## config.mk

```make
export PLATFORM = sky130hd
export DESIGN_NAME = msf_time_code_encoder
export DESIGN_NICKNAME = d
export VERILOG_FILES = /design/src/rtl/msf_pkg.sv /design/src/rtl/msf_carrier_modulator.sv /design/src/rtl/msf_time_code_encoder.sv
export SDC_FILE = /design/constraint.sdc
export NUM_CORES = 1
export LEC_CHECK = 0
export CAP_MARGIN = 0
export CORE_ASPECT_RATIO = 1.5
export CORE_MARGIN = 4
export CORE_UTILIZATION = 45
export DETAILED_ROUTE_END_ITERATION = 8
export DONT_BUFFER_PORTS = 1
export PLACE_DENSITY_LB_ADDON = 0.12
export SLEW_MARGIN = 25
export SYNTH_ARGS = -nofsm -noshare
export SYNTH_HDL_FRONTEND = slang
export SYNTH_SLANG_ARGS = --single-unit
```

## constraint.sdc

```tcl
create_clock -name clk_i -period 2.83 [get_ports clk_i]
set_input_delay 0.566 -clock clk_i [delete_from_list [all_inputs] [get_ports clk_i]]
set_output_delay 0.566 -clock clk_i [all_outputs]
set_load 0.02 [all_outputs]
```

## src/rtl/msf_pkg.sv

```systemverilog
// Shared definitions for the MSF time-code encoder.
//   - second indices where each frame field starts
//   - slot counts for the carrier keying
//   - encoder FSM state and input snapshot types
//   - frame_bits(): A/B bit pair for a given second of a captured frame
package msf_pkg;

  localparam logic [5:0] SEC_LAST        = 6'd59;
  localparam logic [5:0] SEC_YEAR_FIRST  = 6'd17;
  localparam logic [5:0] SEC_MONTH_FIRST = 6'd25;
  localparam logic [5:0] SEC_DAY_FIRST   = 6'd30;
  localparam logic [5:0] SEC_DOW_FIRST   = 6'd36;
  localparam logic [5:0] SEC_HOUR_FIRST  = 6'd39;
  localparam logic [5:0] SEC_MIN_FIRST   = 6'd45;
  localparam logic [5:0] SEC_MIN_END     = 6'd52;
  localparam logic [5:0] SEC_PAR_YEAR    = 6'd53;
  localparam logic [5:0] SEC_PAR_MD      = 6'd54;
  localparam logic [5:0] SEC_PAR_DOW     = 6'd55;
  localparam logic [5:0] SEC_PAR_HM      = 6'd56;
  localparam logic [5:0] SEC_BST_WARN    = 6'd57;
  localparam logic [5:0] SEC_BST         = 6'd58;

  localparam logic [3:0] SLOTS_PER_SECOND = 4'd10;
  localparam logic [3:0] MARKER_SLOTS     = 4'd5;

  typedef enum logic {ST_IDLE, ST_RUN} state_t;

  typedef struct packed {
    logic [7:0] year;
    logic [4:0] month;
    logic [5:0] day;
    logic [2:0] dow;
    logic [5:0] hour;
    logic [6:0] minute;
    logic       bst_warn;
    logic       bst;
  } snapshot_t;

  // Returns {A, B} for second 'sec'. Fields go out MSB first, so the bit
  // index is the distance from the field's last second.
  function automatic logic [1:0] frame_bits(input logic [5:0] sec, input snapshot_t s);
    logic a, b;
    a = 1'b0;
    b = 1'b0;
    if (sec == 6'd0) begin
      a = 1'b1;
      b = 1'b1;
    end else if (sec >= SEC_YEAR_FIRST && sec < SEC_MONTH_FIRST)
      a = s.year[3'(SEC_MONTH_FIRST - 6'd1 - sec)];
    else if (sec >= SEC_MONTH_FIRST && sec < SEC_DAY_FIRST)
      a = s.month[3'(SEC_DAY_FIRST - 6'd1 - sec)];
    else if (sec >= SEC_DAY_FIRST && sec < SEC_DOW_FIRST)
      a = s.day[3'(SEC_DOW_FIRST - 6'd1 - sec)];
    else if (sec >= SEC_DOW_FIRST && sec < SEC_HOUR_FIRST)
      a = s.dow[2'(SEC_HOUR_FIRST - 6'd1 - sec)];
    else if (sec >= SEC_HOUR_FIRST && sec < SEC_MIN_FIRST)
      a = s.hour[3'(SEC_MIN_FIRST - 6'd1 - sec)];
    else if (sec >= SEC_MIN_FIRST && sec < SEC_MIN_END)
      a = s.minute[3'(SEC_MIN_END - 6'd1 - sec)];
    else if (sec >= SEC_PAR_YEAR && sec <= SEC_BST)
      a = 1'b1;

    // Odd parity: parity bit makes the covered group's ones count odd.
    case (sec)
      SEC_PAR_YEAR: b = ~^s.year;
      SEC_PAR_MD:   b = ~^{s.month, s.day};
      SEC_PAR_DOW:  b = ~^s.dow;
      SEC_PAR_HM:   b = ~^{s.hour, s.minute};
      SEC_BST_WARN: b = s.bst_warn;
      SEC_BST:      b = s.bst;
      default:      ;
    endcase
    return {a, b};
  endfunction

endpackage

```

## src/rtl/msf_carrier_modulator.sv

```systemverilog
// Carrier on/off keying for one MSF second.
//   clk, rst_n   : clock, async active-low reset
//   tick         : starts a new second (slot 0) on the next cycle
//   a, b         : A/B bits of the second being started (sampled with tick)
//   is_second_00 : second being started is the minute marker
//   carrier_off  : 1 = carrier off
module msf_carrier_modulator
  import msf_pkg::*;
#(
  parameter int SLOT_CYCLES = 3277
) (
  input  logic clk,
  input  logic rst_n,
  input  logic tick,
  input  logic a,
  input  logic b,
  input  logic is_second_00,
  output logic carrier_off
);

  localparam int CW = (SLOT_CYCLES > 1) ? $clog2(SLOT_CYCLES) : 1;
  localparam logic [CW-1:0] CYC_LAST = CW'(SLOT_CYCLES - 1);

  logic          active;
  logic [3:0]    slot;
  logic [CW-1:0] cyc;
  logic          a_q, b_q, marker_q;

  always_ff @(posedge clk or negedge rst_n) begin
    if (!rst_n) begin
      active   <= 1'b0;
      slot     <= '0;
      cyc      <= '0;
      a_q      <= 1'b0;
      b_q      <= 1'b0;
      marker_q <= 1'b0;
    end else if (tick) begin
      // A tick always wins, aborting whatever second was in progress.
      active   <= 1'b1;
      slot     <= '0;
      cyc      <= '0;
      a_q      <= a;
      b_q      <= b;
      marker_q <= is_second_00;
    end else if (active) begin
      if (cyc == CYC_LAST) begin
        cyc <= '0;
        if (slot == SLOTS_PER_SECOND - 4'd1) active <= 1'b0;
        else                                 slot   <= slot + 4'd1;
      end else begin
        cyc <= cyc + CW'(1);
      end
    end
  end

  // Once the ten slots have run out the carrier stays on until the next tick.
  always_comb begin
    carrier_off = 1'b0;
    if (active) begin
      if (marker_q) carrier_off = (slot < MARKER_SLOTS);
      else begin
        case (slot)
          4'd0:    carrier_off = 1'b1;
          4'd1:    carrier_off = a_q;
          4'd2:    carrier_off = b_q;
          default: carrier_off = 1'b0;
        endcase
      end
    end
  end

endmodule

```

## src/rtl/msf_time_code_encoder.sv

```systemverilog
// MSF 60-second time-code frame generator.
//   clk_i, rst_ni        : clock, async active-low reset
//   tick_i               : 1 Hz strobe, each one starts a new second
//   *_h_i / *_l_i, dow_i : BCD time/date of the NEXT minute marker
//   bst_warn_i, bst_i    : summer-time flags
//   bits_valid_o         : one-cycle strobe, one clk after tick_i
//   bits_is_second_00_o  : current second is the minute marker
//   bits_data_o          : {A, B} of the current second
//   second_o             : current second, 0..59
//   carrier_off_o        : carrier keying, 1 = off
//   frame_start_o        : strobe when the inputs are captured
module msf_time_code_encoder
  import msf_pkg::*;
#(
  parameter int SLOT_CYCLES = 3277
) (
  input  logic       clk_i,
  input  logic       rst_ni,
  input  logic       tick_i,
  input  logic [3:0] year_h_i,
  input  logic [3:0] year_l_i,
  input  logic       month_h_i,
  input  logic [3:0] month_l_i,
  input  logic [1:0] day_h_i,
  input  logic [3:0] day_l_i,
  input  logic [2:0] dow_i,
  input  logic [1:0] hour_h_i,
  input  logic [3:0] hour_l_i,
  input  logic [2:0] minute_h_i,
  input  logic [3:0] minute_l_i,
  input  logic       bst_warn_i,
  input  logic       bst_i,
  output logic       bits_valid_o,
  output logic       bits_is_second_00_o,
  output logic [1:0] bits_data_o,
  output logic [5:0] second_o,
  output logic       carrier_off_o,
  output logic       frame_start_o
);

  state_t    state;
  logic [5:0] sec_q, sec_nxt;
  logic       wrap;
  snapshot_t  snap, snap_in;
  logic [1:0] bits_nxt;

  assign snap_in  = {year_h_i, year_l_i, month_h_i, month_l_i, day_h_i, day_l_i, dow_i,
                     hour_h_i, hour_l_i, minute_h_i, minute_l_i, bst_warn_i, bst_i};
  // The first tick out of IDLE always lands on second 0.
  assign sec_nxt  = (state == ST_IDLE || sec_q == SEC_LAST) ? 6'd0 : sec_q + 6'd1;
  assign wrap     = (sec_nxt == 6'd0);
  // Second 0 carries no snapshot data, so the held snapshot is safe to use
  // on the wrap tick itself.
  assign bits_nxt = frame_bits(sec_nxt, snap);

  always_ff @(posedge clk_i or negedge rst_ni) begin
    if (!rst_ni) begin
      state               <= ST_IDLE;
      sec_q               <= SEC_LAST;
      snap                <= '0;
      bits_valid_o        <= 1'b0;
      bits_is_second_00_o <= 1'b0;
      bits_data_o         <= '0;
      second_o            <= '0;
      frame_start_o       <= 1'b0;
    end else begin
      bits_valid_o  <= tick_i;
      frame_start_o <= tick_i & wrap;
      if (tick_i) begin
        state               <= ST_RUN;
        sec_q               <= sec_nxt;
        second_o            <= sec_nxt;
        bits_is_second_00_o <= wrap;
        bits_data_o         <= bits_nxt;
        if (wrap) snap <= snap_in;
      end
    end
  end

  msf_carrier_modulator #(.SLOT_CYCLES(SLOT_CYCLES)) u_mod (
    .clk          (clk_i),
    .rst_n        (rst_ni),
    .tick         (tick_i),
    .a            (bits_nxt[1]),
    .b            (bits_nxt[0]),
    .is_second_00 (wrap),
    .carrier_off  (carrier_off_o)
  );

endmodule

```

==> results of run 1 <==
## power by group
part / total [uW] / internal, uW / switching [uW]
combinational: 3360 / 1790 / 1580
clock: 983 / 588 / 395
sequential: 1770 / 1380 / 393
total: 6120 / 3750 / 2370
## layout make-up
class	count	area [um^2]	share of cell area, %
well taps	112	140	2.88
flip-flops and latches	71	1780	36.7
repair buffers	27	243	4.99
clock buffers	12	236	4.86
multi-input cells	287	2360	48.5
clock inverters	4	22.5	0.463
inverters	21	78.8	1.62
## Yosys cell counts (all sizes together) (5+ instances only)
cell / number / area (um^2)
mux2i: 8 / 80.1
a21oi: 10 / 50.1
nand3b: 5 / 37.5
nand3: 13 / 82.6
ha: 15 / 188
o21ai: 15 / 78.8
mux2: 47 / 559
inv: 21 / 78.8
buf: 14 / 104
xor2: 10 / 87.6
xnor2: 30 / 263
clkbuf: 5 / 18.8
nor3: 6 / 30.0
nand2: 23 / 86.3
dfrtp: 66 / 1650
dfstp: 5 / 131
nor2: 29 / 109
## per-stage QoR
stage               std cells  hold WS (ns)  util (%)
finish                    534        0.0779      52.3
global route              534        0.0584      52.3
CTS                       529        0.0612      51.5
detailed placement        512         0.273      48.4
global placement          512         0.273      48.4
floorplan                 398         0.270         -
## registers in the layout, indices dropped and copies added (netlist names)
| signal | flops |
|---|---|
| u_mod.active | 1 |
| u_mod.marker_q | 1 |
| second_o | 6 |
| state | 1 |
| bits_data_o | 2 |
| frame_start_o | 1 |
| u_mod.slot | 4 |
| u_mod.cyc | 12 |
| bits_valid_o | 1 |
| sec_q | 5 |
| snap | 37 |
## cell families (layout without fill, tap and decap cells)
family	Yosys count	count (layout)	share of synthesized area [%]
compound gates	66	66	11.0
xor+xnor	43	43	9.68
fa+ha+maj	15	15	4.35
buf+inv	40	64	4.67
flops	71	71	41.3
mux	57	57	15.9
simple gates	106	106	13.2
## worst max-delay path, delay by kind of cell, from the launching register on
family                 cells  cell delay [ns]
DFF                        1             0.55
buffers and inverters      1             0.20
AOI/OAI and AO/OA          4             0.95
and+or+nand+nor            3             0.78
## worst paths after layout
path	start	end	slack (ns)	cells after the start
max	sec_q[0]	bits_data_o[1]	0.20	8
min	rst_ni	sec_q[1]	0.08	0
max reg2reg	sec_q[0]	bits_data_o[1]	0.20	8
min reg2reg	sec_q[5]	sec_q[5]	0.53	2
max in group asynchronous	rst_ni	second_o[4]	2.43	1
min in group clk_i	tick_i	bits_valid_o	0.27	0
## metal layers
layer / part of all wire (%) / global-route usage, %
met3: 4.1 / 4.18
met5: 0 / 0
met4: 2.5 / 7.50
met1: 40 / 21.1
met2: 53 / 30.9
## timing repair
item	4_1_cts	5_1_grt
setup buffers	0	5
hold buffers	1	0
resized for setup	0	10
endpoints found under the hold margin	66	0
endpoints found under the setup margin	0	1
==> results.yml, run 1 <==
synth:
  synth_cell_types: 66
  synth_top_flop_cell: "dfrtp_1"
  syn_inst: 398
  syn_avg_cell_area_um2: 10.8
  syn_nets: 453
  ys.warnings.count: 0
  synth_edf_count: 0
  synth-seq-cells: 71
  synthArstFlopShare_pct: 100
  syn_area_um2: 4320
  seq_area_frac_synth_pct: 41.3
critical_path:
  cp_slowest_cell: "dfstp_2"
  crit_fanout: 9
  cpPeakStageDelay_ns: 0.55
  worstPathRequired_ns: 3.02
  path_class: "reg2reg"
  crit_chain: "buf_4, nand3_4, and4_4, a311o_2, or3_1, a21boi_0, o311ai_1, o221ai_1"
  crit_path_start_kind: "flip-flop"
  arrival_ns: 2.82
  critPathCaptureType: "flip-flop"
timing:
  fin_setup_tns_ns: 0
  hold_viol: 0
  skew_ns: 0.00549
  drv_slew: 0
  worstMarginPinSlew_ns: 0.442
  relSlewSlack_pct: 70.3
  fmax_ghz: 0.380
  setup_ws_ns: 0.201
  setup_viol: 0
  min_period_ns: 2.63
  fin_crit_sh_pct: 92.9
cells_and_area:
  layout_commonest_cell: "dfrtp_1"
  final_nets: 472
  layout-drive-gt1-share_pct: 26.1
  fillers: 859
  area_delta_synth_final_pct: 12.7
  final_cell_mix: "66 x dfrtp_1, 39 x mux2_2, 30 x xnor2_1"
  antenna_cells: 0
  design_area_um2: 4860
placed_design:
  place.gp.congestion: 0.899
  hpwl_um: 6900
  pre_cts_ws_ns: 0.0427
  port_buffers: 0
  post_dp_cell_area_um2: 4510
drt:
  ant_nets: 0
  wl_um: 9190
  avgRoutedWirePerCell_um: 17.2
  num_vias: 2977
  vias_per_cell: 5.57
  drtPass1Iterations: 4
  drc: 0
  initialDrtViolationCount: 151
grt:
  grt.total_usage_pct: 18.0
  grt_start_max_net_pins: 67
  antenna_found_initial: 0
  gr-total-overflow: 0
  grt_pass1_wl_um: 15500
  grt_pass1_vias: 3064
power:
  power_density_nw_per_um2: 1260
  power_uw: 6120
  p_leak_uw: 0.00215
  peakVddDrop_v: 0.000746
clock_tree:
  path_clk_slew_ns: 0.05
  insertion_delay_ns: 0.33
  cts_buffers: 9
  cts.sinks: 71
  htree_levels: 3
  clock_path_buffers: 2
  cts_tree: "done"
  root_buffer: "clkbuf_16"
die:
  fp.coreArea_um2: 9310
  pin_count: 52
  die-area_um2: 11300
  die_h_um: 128
  num_rows: 43
  initial_utilization_pct: 46.4
  die_x_um: 88.0
worst_hold_path:
  hp-class: "in2async"
status:
  status: "finished clean"
flow_run:
  maxCapViolations: 0
(Power assumes the default switching activity.)
==> run 2: changes to the inputs <==
--- a/config.mk
+++ b/config.mk
@@ -11,7 +11,9 @@
 export CORE_UTILIZATION = 45
 export DETAILED_ROUTE_END_ITERATION = 8
 export DONT_BUFFER_PORTS = 1
+export MAX_ROUTING_LAYER = met4
 export PLACE_DENSITY_LB_ADDON = 0.12
+export REMOVE_ABC_BUFFERS = 1
 export SLEW_MARGIN = 25
 export SYNTH_ARGS = -nofsm -noshare
 export SYNTH_HDL_FRONTEND = slang
==> run 2 against run 1 <==
Global-route usage up 0.57 points. Register-to-register slack worse by 0.05 ns. Die area unchanged. Routed wire length up 0.70%. Total power up 0.87%. Sequential power about the same. First-iteration DRC count up 24%. Largest cell class unchanged. Largest power group unchanged.
==> results.yml, run 2 (synthesized netlist as in run 1, its figures left out) <==
timing:
  fmax_ghz: 0.373
  setup_viol: 0
  fin_crit_sh_pct: 94.8
  relSlewSlack_pct: 67.6
  skew_ns: 0.00434
  hold_viol: 0
  worstMarginPinSlew_ns: 0.480
  drv_slew: 0
  whs_ns: 0.0789
  min_period_ns: 2.68
  setup_ws_ns: 0.148
placed_design:
  hpwl_um: 6890
  port_buffers: 0
  pre_cts_ws_ns: 0.0713
  place.gp.congestion: 0.958
die:
  initial_utilization_pct: 46.4
  num_rows: 43
  die-area_um2: 11300
  die_x_um: 88.0
  fp.coreArea_um2: 9310
  die_h_um: 128
  pin_count: 52
power:
  power_density_nw_per_um2: 1270
  p_leak_uw: 0.00215
  peakVddDrop_v: 0.000663
worst_hold_path:
  hp-class: "in2async"
cells_and_area:
  layout-drive-gt1-share_pct: 25.6
  area_delta_synth_final_pct: 12.7
  antenna_cells: 0
  regMostFlops: "snap"
  layout_commonest_cell: "dfrtp_1"
  fillers: 834
  largest_reg_flops: 37
  final_cell_mix: "66 x dfrtp_1, 39 x mux2_2, 30 x xnor2_1"
  largestRegisters: "snap (37), u_mod.cyc (12), second_o (6)"
  final_nets: 472
grt:
  grt_pass1_wl_um: 15600
  grt_start_max_net_pins: 67
  gr-total-overflow: 0
  grt_pass1_vias: 3209
  antenna_found_initial: 0
  grt.total_usage_pct: 18.5
clock_tree:
  htree_levels: 3
  cts_buffers: 9
  cts_tree: "done"
  insertion_delay_ns: 0.33
  root_buffer: "clkbuf_16"
  clock_path_buffers: 2
  cts.sinks: 71
  path_clk_slew_ns: 0.05
critical_path:
  path_delay_family: "compound AO/OA/AOI/OAI gates"
  crit_path_start_kind: "flip-flop"
  cp.buffers_inverters: 2
  crit_chain: "ha_4, buf_6, nand3b_1, o21a_1, inv_2, ha_1, a22oi_1, or3_1, a21boi_0, o311ai_1, o221ai_1"
  arrival_ns: 2.87
  cpPeakStageDelay_ns: 0.59
  critPathCaptureType: "flip-flop"
  r2r-start: "sec_q[0]"
  path_class: "reg2reg"
  cp-startpoint: "sec_q[0]"
  cp_slowest_cell: "dfstp_2"
  crit_fanout: 12
  worstPathRequired_ns: 3.01
drt:
  num_vias: 3018
  wl_um: 9250
  avgRoutedWirePerCell_um: 17.3
  initialDrtViolationCount: 187
  ant_nets: 0
  drtPass1Iterations: 4
  vias_per_cell: 5.65
  drc: 0
status:
  status: "finished clean"
flow_run:
  maxCapViolations: 0
==> run 2: cell types whose count changed in the layout (fill, tap and decap cells not counted), sizes merged <==
cell,change
clkinvlp,-1
clkbuf,+3
clkinv,-2
==> run 2: worst reg2reg max path, stage by stage (launching register included) <==
cell	delay (ns)
dfstp_2	0.59
ha_4	0.17
buf_6	0.14
nand3b_1	0.12
o21a_1	0.26
inv_2	0.13
ha_1	0.15
a22oi_1	0.07
or3_1	0.33
a21boi_0	0.14
o311ai_1	0.28
o221ai_1	0.16
==> run 2: final timing paths <==
check	endpoint	slack (ns)	depth (start not counted)
worst max register to register	bits_data_o[1]	0.15	11
min in group clk_i	bits_valid_o	0.28	0
worst min-delay path	sec_q[3]	0.08	0
worst min register to register	snap[1]	0.52	1
max in group asynchronous	snap[5]	2.42	1
worst max-delay path	bits_data_o[1]	0.15	11
==> run 2: stage by stage <==
| stage | setup TNS (ns) | power [uW] | util [%] | std cells | area, um^2 |
|---|---|---|---|---|---|
| after global routing | -0.00203 | 6640 | 52.3 | 534 | 4870 |
| after floorplan | -21.74 | 4100 | - | 379 | 4200 |
| after global placement | 0 | 5010 | 48.5 | 514 | 4510 |
| after CTS | 0 | 6110 | 51.7 | 531 | 4810 |
| final | 0 | 6170 | 52.3 | 534 | 4870 |
| after detailed placement | 0 | 5030 | 48.5 | 514 | 4510 |
==> run 2: layout make-up <==
cell class                      instances  area, um^2  area share (%)
Clock buffer                           15         268            5.50
Sequential cell                        71        1780            36.6
Multi-Input combinational cell        287        2360            48.6
Tap cell                              112         140            2.88
Timing Repair Buffer                   27         226            4.65
Inverter                               21        78.8            1.62
Clock inverter                          1        5.00           0.103
==> run 2: repair_timing <==
| item | in CTS | in global routing |
|---|---|---|
| resized for setup | 0 | 6 |
| setup endpoints to repair | 0 | 5 |
| hold buffers | 1 | 0 |
| buffers inserted | 0 | 3 |
| hold endpoints to repair | 66 | 0 |
==> run 2: routing by layer <==
metal	global-route usage, %	up-vias	wire length, um
li1	-	1461	-
met1	21.4	1460	3830
met2	30.2	76	4770
met3	4.44	21	374
met4	8.49	0	284
met5	-	-	0
==> run 2: power breakdown <==
part / internal, uW / switching [uW] / leakage [uW]
Clock: 640 / 383 / 0.000134
Combinational: 1790 / 1580 / 0.00111
Sequential: 1380 / 397 / 0.000901
Total: 3810 / 2360 / 0.00215
